## src/rtl/divider_pkg.sv

```systemverilog
// Shared constants for the signed restoring divider: operand widths, step numbers
// of the fixed-length operation sequence and the error quotient.
package divider_pkg;

    localparam int DVD_W = 16;
    localparam int DVS_W = 8;

    localparam logic [3:0] ST_LOAD      = 4'd0;
    localparam logic [3:0] ST_ITER_LAST = 4'd8;
    localparam logic [3:0] ST_FIX       = 4'd9;
    localparam logic [3:0] ST_DONE      = 4'd10;
    localparam logic [3:0] ST_CLEAR     = 4'd11;

    localparam logic [DVS_W-1:0] Q_ERR = 8'h80;

    // Two's-complement negate when neg is set; shared by the quotient and remainder fix-up.
    function automatic logic [DVS_W-1:0] apply_sign(input logic neg, input logic [DVS_W-1:0] mag);
        return neg ? (~mag + 1'b1) : mag;
    endfunction

endpackage

```

## src/rtl/restoring_div_step.sv

```systemverilog
// One radix-2 restoring division step: shift the next dividend bit into the partial
// remainder, subtract the divisor magnitude if it fits, and report the quotient bit.
module restoring_div_step
    import divider_pkg::*;
(
    input  logic [DVS_W:0]   r_i,
    input  logic             q_msb_i,
    input  logic [DVS_W-1:0] uv_i,
    output logic [DVS_W:0]   r_o,
    output logic             q_bit_o
);

    logic [DVS_W:0] shifted;
    logic [DVS_W:0] divisor_ext;
    logic           unused_r_msb;

    // The partial remainder's top bit is dropped by the shift; it only matters in
    // overflow cases, whose results are replaced by the error pattern anyway.
    assign unused_r_msb = r_i[DVS_W];

    assign shifted     = {r_i[DVS_W-1:0], q_msb_i};
    assign divisor_ext = {1'b0, uv_i};
    assign q_bit_o     = (shifted >= divisor_ext);
    assign r_o         = q_bit_o ? (shifted - divisor_ext) : shifted;

endmodule

```

## src/rtl/signed_restoring_divider_module.sv

```systemverilog
// Sequential signed 16/8 divider: magnitudes go through an 8-step unsigned restoring
// divider, then signs, overflow and divide-by-zero are applied; 12 cycles per operation.
module signed_restoring_divider_module
    import divider_pkg::*;
(
    input  logic             CLK,
    input  logic             RST,
    input  logic             Start_Sig,
    input  logic [DVD_W-1:0] Dividend,
    input  logic [DVS_W-1:0] Divisor,
    output logic             Done_Sig,
    output logic [DVS_W-1:0] Quotient,
    output logic [DVS_W-1:0] Remainder,
    output logic             Overflow,
    output logic             Div_Zero
);

    logic [3:0]       step_q, step_d;
    logic             sq_q, sq_d;
    logic             sr_q, sr_d;
    logic             dz_q, dz_d;
    logic             ov0_q, ov0_d;
    logic [DVS_W-1:0] uv_q, uv_d;
    logic [DVS_W:0]   r_q, r_d;
    logic [DVS_W-1:0] q_q, q_d;
    logic             done_q, done_d;
    logic [DVS_W-1:0] quot_q, quot_d;
    logic [DVS_W-1:0] rem_q, rem_d;
    logic             ovf_q, ovf_d;
    logic             divz_q, divz_d;

    logic [DVD_W-1:0] ud;
    logic [DVS_W-1:0] uv;
    logic [DVS_W:0]   step_r;
    logic             step_bit;
    logic             ovf_now;

    // 16'h8000 negates to itself, which read as unsigned is the required 32768.
    assign ud = Dividend[DVD_W-1] ? (~Dividend + 1'b1) : Dividend;
    assign uv = Divisor[DVS_W-1] ? (~Divisor + 1'b1) : Divisor;

    restoring_div_step u_step (
        .r_i     (r_q),
        .q_msb_i (q_q[DVS_W-1]),
        .uv_i    (uv_q),
        .r_o     (step_r),
        .q_bit_o (step_bit)
    );

    // Negative quotients may reach -128, positive ones only +127.
    assign ovf_now = !dz_q && (ov0_q || (!sq_q && (q_q > 8'd127)) || (sq_q && (q_q > 8'd128)));

    always_comb begin
        step_d = step_q;
        sq_d   = sq_q;
        sr_d   = sr_q;
        dz_d   = dz_q;
        ov0_d  = ov0_q;
        uv_d   = uv_q;
        r_d    = r_q;
        q_d    = q_q;
        done_d = done_q;
        quot_d = quot_q;
        rem_d  = rem_q;
        ovf_d  = ovf_q;
        divz_d = divz_q;

        if (Start_Sig) begin
            case (step_q)
                ST_LOAD: begin
                    sq_d   = Dividend[DVD_W-1] ^ Divisor[DVS_W-1];
                    sr_d   = Dividend[DVD_W-1];
                    uv_d   = uv;
                    dz_d   = (Divisor == '0);
                    ov0_d  = (ud[DVD_W-1:DVS_W] >= uv);
                    r_d    = {1'b0, ud[DVD_W-1:DVS_W]};
                    q_d    = ud[DVS_W-1:0];
                    step_d = step_q + 4'd1;
                end
                ST_FIX: begin
                    ovf_d  = ovf_now;
                    divz_d = dz_q;
                    if (dz_q || ovf_now) begin
                        quot_d = Q_ERR;
                        rem_d  = '0;
                    end else begin
                        quot_d = apply_sign(sq_q, q_q);
                        rem_d  = apply_sign(sr_q, r_q[DVS_W-1:0]);
                    end
                    step_d = ST_DONE;
                end
                ST_DONE: begin
                    done_d = 1'b1;
                    step_d = ST_CLEAR;
                end
                ST_CLEAR: begin
                    done_d = 1'b0;
                    step_d = ST_LOAD;
                end
                default: begin
                    if (step_q <= ST_ITER_LAST) begin
                        r_d    = step_r;
                        q_d    = {q_q[DVS_W-2:0], step_bit};
                        step_d = step_q + 4'd1;
                    end else begin
                        step_d = ST_LOAD;
                    end
                end
            endcase
        end
    end

    // NOTE: state is updated only with non-blocking assignments so every register
    // samples the pre-edge values computed above, regardless of statement order.
    always_ff @(posedge CLK) begin
        if (RST) begin
            step_q <= ST_LOAD;
            sq_q   <= 1'b0;
            sr_q   <= 1'b0;
            dz_q   <= 1'b0;
            ov0_q  <= 1'b0;
            uv_q   <= '0;
            r_q    <= '0;
            q_q    <= '0;
            done_q <= 1'b0;
            quot_q <= '0;
            rem_q  <= '0;
            ovf_q  <= 1'b0;
            divz_q <= 1'b0;
        end else begin
            step_q <= step_d;
            sq_q   <= sq_d;
            sr_q   <= sr_d;
            dz_q   <= dz_d;
            ov0_q  <= ov0_d;
            uv_q   <= uv_d;
            r_q    <= r_d;
            q_q    <= q_d;
            done_q <= done_d;
            quot_q <= quot_d;
            rem_q  <= rem_d;
            ovf_q  <= ovf_d;
            divz_q <= divz_d;
        end
    end

    assign Done_Sig  = done_q;
    assign Quotient  = quot_q;
    assign Remainder = rem_q;
    assign Overflow  = ovf_q;
    assign Div_Zero  = divz_q;

endmodule
```

## config.mk

```make
export PLATFORM = sky130hd
export DESIGN_NAME = signed_restoring_divider_module
export DESIGN_NICKNAME = d
export VERILOG_FILES = /design/src/rtl/divider_pkg.sv /design/src/rtl/restoring_div_step.sv /design/src/rtl/signed_restoring_divider_module.sv
export SDC_FILE = /design/constraint.sdc
export NUM_CORES = 1
export LEC_CHECK = 0
export BUFFER_PORTS_ARGS = -buffer_cell sky130_fd_sc_hd__buf_2
export CAP_MARGIN = 30
export CORE_ASPECT_RATIO = 1.5
export CORE_MARGIN = 1.5
export CORE_UTILIZATION = 49
export DETAILED_ROUTE_END_ITERATION = 8
export GPL_TIMING_DRIVEN = 0
export PLACE_DENSITY = 0.7
export SYNTH_ARGS = -nofsm -noshare
export SYNTH_HDL_FRONTEND = slang
export SYNTH_SLANG_ARGS = --single-unit
```

## constraint.sdc

```tcl
create_clock -name CLK -period 3.78 [get_ports CLK]
set_input_delay 0.378 -clock CLK [delete_from_list [all_inputs] [get_ports CLK]]
set_output_delay 0.378 -clock CLK [all_outputs]
set_load 0.01 [all_outputs]
```

== Yosys cells after proc, flatten, opt, wreduce, memory -nomap -nowiden ==
Cells that the tools add are included.
W data, S select, Z words.

* Output and inout port bits: 19
* Word-level logic and storage cells: 64
* Input port bits: 27
* Register bits after elaboration: 51

* Bitwise operators: 6
* Multiplexer cells: 14
* Order comparisons: 5
* $add $sub $neg: 6
* Reduce and logical (&&, ||, !) cells: 17
* Eq/ne operators: 3

{| class="wikitable"
|+ Operators with widths
! operator !! number
|-
| $mux W8 || 8
|-
| $pmux W8 S2 || 2
|-
| $add A8 B1 Y8 const B || 3
|-
| $not A8 Y8 || 3
|-
| $add A16 B1 Y16 const B || 1
|-
| $mux W16 || 1
|-
| $not A16 Y16 || 1
|-
| $pmux W4 S4 || 1
|-
| $eq A4 B4 Y1 const B || 3
|-
| $ge A9 B8 Y1 || 1
|-
| $ge A8 B8 Y1 || 1
|-
| $gt A8 B7 Y1 const B || 1
|-
| $gt A8 B8 Y1 const B || 1
|-
| $logic_not A8 Y1 || 1
|-
| $sub A8 B8 Y8 || 1
|-
| $reduce_and A2 Y1 || 3
|-
| $add A4 B1 Y4 const B || 1
|-
| $le A4 B4 Y1 const B || 1
|-
| $logic_not A4 Y1 || 1
|-
| $mux W4 || 1
|-
| $reduce_bool A2 Y1 || 2
|-
| $logic_and A1 B1 Y1 || 3
|-
| $logic_or A1 B1 Y1 || 3
|-
| $reduce_and A3 Y1 || 1
|-
| 5 further kinds || 6
|}

== Depth between registers and ports, before layout ==
* Depth after elaboration: 7
* Depth in mapped cells: 13

== Cells and area by module ==
Synthesis repeated with hierarchy kept, for this count alone.

* Cell total of the unflattened synthesis: 441
* Area total of the unflattened synthesis: 3,644.7 µm²

{| class="wikitable"
|+ By module, submodules not included
! module !! area an instance (µm²) !! instances !! cells each
|-
| signed_restoring_divider_module || 3,098.0 || 1 || 365
|-
| restoring_div_step || 546.8 || 1 || 76
|}

== Worst setup path after synthesis ==
OpenSTA, ideal clock, no wires.

* Kind: input to register
* Start point: in Dividend[6]
* End point: reg ov0_q
* Cell stages on the path: 10
* Slack: 0.792 ns
* Data required time: 3.655 ns
* Data arrival time: 2.863 ns
* Path through: or4_4 -> or3_4 -> or3_4 -> nand2_1 -> xor2_1 -> inv_1 -> ha_1 -> a211oi_1 -> a21oi_1 -> o41a_1

* Word-level cells in the longest chain between the ends: 4

{| class="wikitable"
|+ Ends and longest elaborated chain
! what !! line !! text
|-
| from (decl) || signed_restoring_divider_module.sv:9 || <nowiki>input logic [DVD_W-1:0] Dividend,</nowiki>
|-
| $not A16 Y16 || signed_restoring_divider_module.sv:39 || <nowiki>assign ud = Dividend[DVD_W-1] ? (~Dividend + 1'b1) : Dividend;</nowiki>
|-
| $add A16 B1 Y16 || signed_restoring_divider_module.sv:39 ||
|-
| $mux W16 || signed_restoring_divider_module.sv:39 ||
|-
| $ge A8 B8 Y1 || signed_restoring_divider_module.sv:75 || <nowiki>ov0_d = (ud[DVD_W-1:DVS_W] >= uv);</nowiki>
|-
| to (signal assigned) || signed_restoring_divider_module.sv:135 || <nowiki>ov0_q <= ov0_d;</nowiki>
|-
| to (decl) || signed_restoring_divider_module.sv:22 || <nowiki>logic ov0_q, ov0_d;</nowiki>
|}

No other way between the ends.
A chain may end at the register's enable or synchronous reset.

== Worst setup path in the final report ==
Same ends and word-level chain as after synthesis.

==> flow_summary.ini <==
[min_path]
hold-path-endpoint = uv_q[0]
min-delay-start = Divisor[0]
hold_depth = 3
hold_path.class = input port to flip-flop

[critical_path]
reg2reg_to = r_q[2]
path_max_fanout = 5
critPathMaxStageDelay_ns = 0.55
endpoint_kind = flip-flop
crit_slowest_cell = or4_4
cpMostUsedCell = or3_4
crit_chain = buf_2 -> or4_4 -> or3_4 -> or3_4 -> nand2_1 -> xor2_1 -> inv_1 -> ha_1 -> a211oi_1 -> a21oi_1 -> o41a_1
ff2ff_path_depth = 8
crit_path_start_kind = input port
crit_buf_inv = 2
crit_arrival_ns = 3.21
crit_family = simple AND/OR/NAND/NOR gates
cp.depth = 11
worstSetupPathType = input port to flip-flop
cp.required_ns = 3.98
rrSetupSlack_ns = 0.84
r2r_start = r_q[2]

[sta]
finalCritPeriodShare = 0.7950
rsz0062_at_grt = no
clock.fmax_mhz = 332.8
finClkSkew_ns = 0.01129
maxSlewViolCount = 0
slew_headroom = 0.5020
min_period_ns = 3.005
finalHoldViolations = 0
fin_tns_setup_ns = 0
setup_viol = 0
postLayoutSetupSlackWorst_ns = 0.7749
tightest_slew_ns = 0.7374

[clock_network]
path_clk_slew_ns = 0.10
root_buffer = clkbuf_8
cts_setup_buffers = 0
clock_sinks = 51
clock_path_buffers = 2
cts_hold_buf = 0
h-tree-depth = 2
clkLatencyLatePin_ns = 0.31
cts_buffers = 5
cts_tree = done
post_cts_resized = 0

[logic_synthesis]
async_reset_ff_frac = 0
synth_warnings = 0
synth_flop_cell = dfxtp_1
seq_area_frac_synth = 0.3000
synth-edff-count = 0
syn-num-nets = 470
synthCells = 418
ys_ff_latch = 51
ys_types = 50
syn_area_um2 = 3403
syn_avg_cell_area_um2 = 8.142

[power_and_ir_drop]
pwr_density_cell_nw_per_um2 = 415.7
peakVddDrop_mv = 0.1935
p_leak_nw = 1.538
power.total_mw = 1.584

[die]
placementRows = 37
core_area_um2 = 6805
dieHeight_um = 105.1
dieArea_um2 = 7465
die_w_um = 71.05
initial_utilization = 0.5001
io_pins = 46

[route]
routed-via-count = 3198
totalWireLength_um = 8505
drt_iter0_drc = 140
viasPerCell = 5.846
drc_errors = 0
detail-route-antenna-nets = 0
wl_per_cell_um = 15.55
firstDrtPassIters = 5

[global_route]
grt_pass1_wl_um = 14170
grt_use_total = 0.2356
grt_pass1_vias = 3007
grt-ovfl-total = 0
grt_max_degree = 16
antenna_found_initial = 0

[run_status]
outcome = complete, no violations

[placed_design]
dpl.hpwl_um = 6814
gp_congestion = 0.8717
dp_worst_setup_slack_ns = 0.4696
dp_cells = 539
io_buffers = 43

[cells_and_area]
nNetsFinal = 520
final_cells = 547
drive_above_1_share = 0.1258
area_growth_pct = 11.99
diodes = 0
fillers = 630

[job]
maxCapViolCount = 0
layer usage:
layer | vias to the layer above | GRT usage | share of wire | wire, µm
met5 | - | 0 | 0 | 0
met2 | 87 | 0.4219 | 0.51 | 4365
li1 | 1614 | - | - | -
met4 | 0 | 0.1024 | 0.030 | 259
met1 | 1478 | 0.2726 | 0.40 | 3442
met3 | 19 | 0.03279 | 0.051 | 438
final cells by class:
cell class	instances	area, µm²	share of cell area
multi-input combinational	322	2211	0.5801
inverter	22	82.58	0.02167
buffer	23	88.84	0.02331
tap	78	97.59	0.02561
clock buffer	7	86.33	0.02265
sequential	51	1021	0.2679
clock inverter	1	8.758	0.002298
timing repair buffer	43	215.2	0.05647
through the flow:
stage	instance area [µm²]	hold slack [ns]	util
after floorplan	3403	0.4406	-
after global placement	3716	0.4553	0.5461
after detailed placement	3716	0.4658	0.5461
after CTS	3811	0.3724	0.5600
after global routing	3811	0.3803	0.5600
final	3811	0.3800	0.5600
cells in the mapped netlist (all sizes together) (6+ instances only):
library cell,number,area share
or3,7,0.016
a21oi,20,0.031
a22oi,17,0.037
nand3,8,0.012
dfxtp,51,0.30
nand2,26,0.029
ha,24,0.088
nand3b,7,0.015
o31ai,14,0.031
nor3,7,0.010
xnor2,21,0.054
nor2b,8,0.015
inv,22,0.024
nor2,56,0.062
clkbuf,21,0.023
a211oi,19,0.042
nand2b,10,0.018
o21ai,12,0.018
xor2,11,0.028
o21a,6,0.013
worst max-delay path by stage:
stage | start | to | slack (ns)
5_1_grt | Dividend[6] | ov0_q | 0.67
2_1_floorplan | Dividend[6] | ov0_q | 0.79
3_3_place_gp | Dividend[6] | ov0_q | 0.50
4_1_cts | Dividend[6] | ov0_q | 0.79
3_5_place_dp | Dividend[6] | ov0_q | 0.47
6_report | Dividend[6] | ov0_q | 0.77
worst min-delay path, cell delays in order:
cell,delay (ns)
buf_2,0.13
nand2_1,0.08
a21oi_1,0.06
state kept, by name, summed over array words and instances, names as in the netlist:
register	count
ov0_q	1
sq_q	1
Quotient	8
uv_q	8
step_q	4
dz_q	1
Div_Zero	1
sr_q	1
Done_Sig	1
Remainder	8
r_q	8
Overflow	1
q_q	8
power by group:
part           internal, mW  total, mW  switching [mW]
sequential            0.577      0.632          0.0548
combinational         0.264      0.623           0.359
clock                 0.150      0.329           0.179
total                 0.992       1.58           0.592
cell families after synthesis:
family,share of synthesized area
and+or+nand+nor,0.2070
adders and majority gates,0.09412
xor gates and xnor gates,0.08235
muxes,0.01507
AOI/OAI and AO/OA,0.2511
DFF,0.3000
buffers and inverters,0.05037
cells in the final DEF (no fill, tap or decap), drive strengths merged, types with 19 or more instances in the layout:
cell	instances
nor2	56
dfxtp	51
buf	45
clkbuf	28
nand2	26
ha	24
inv	22
xnor2	21
a21oi	20
a211oi	19
Note: power is estimated with default switching activity, not from simulation.
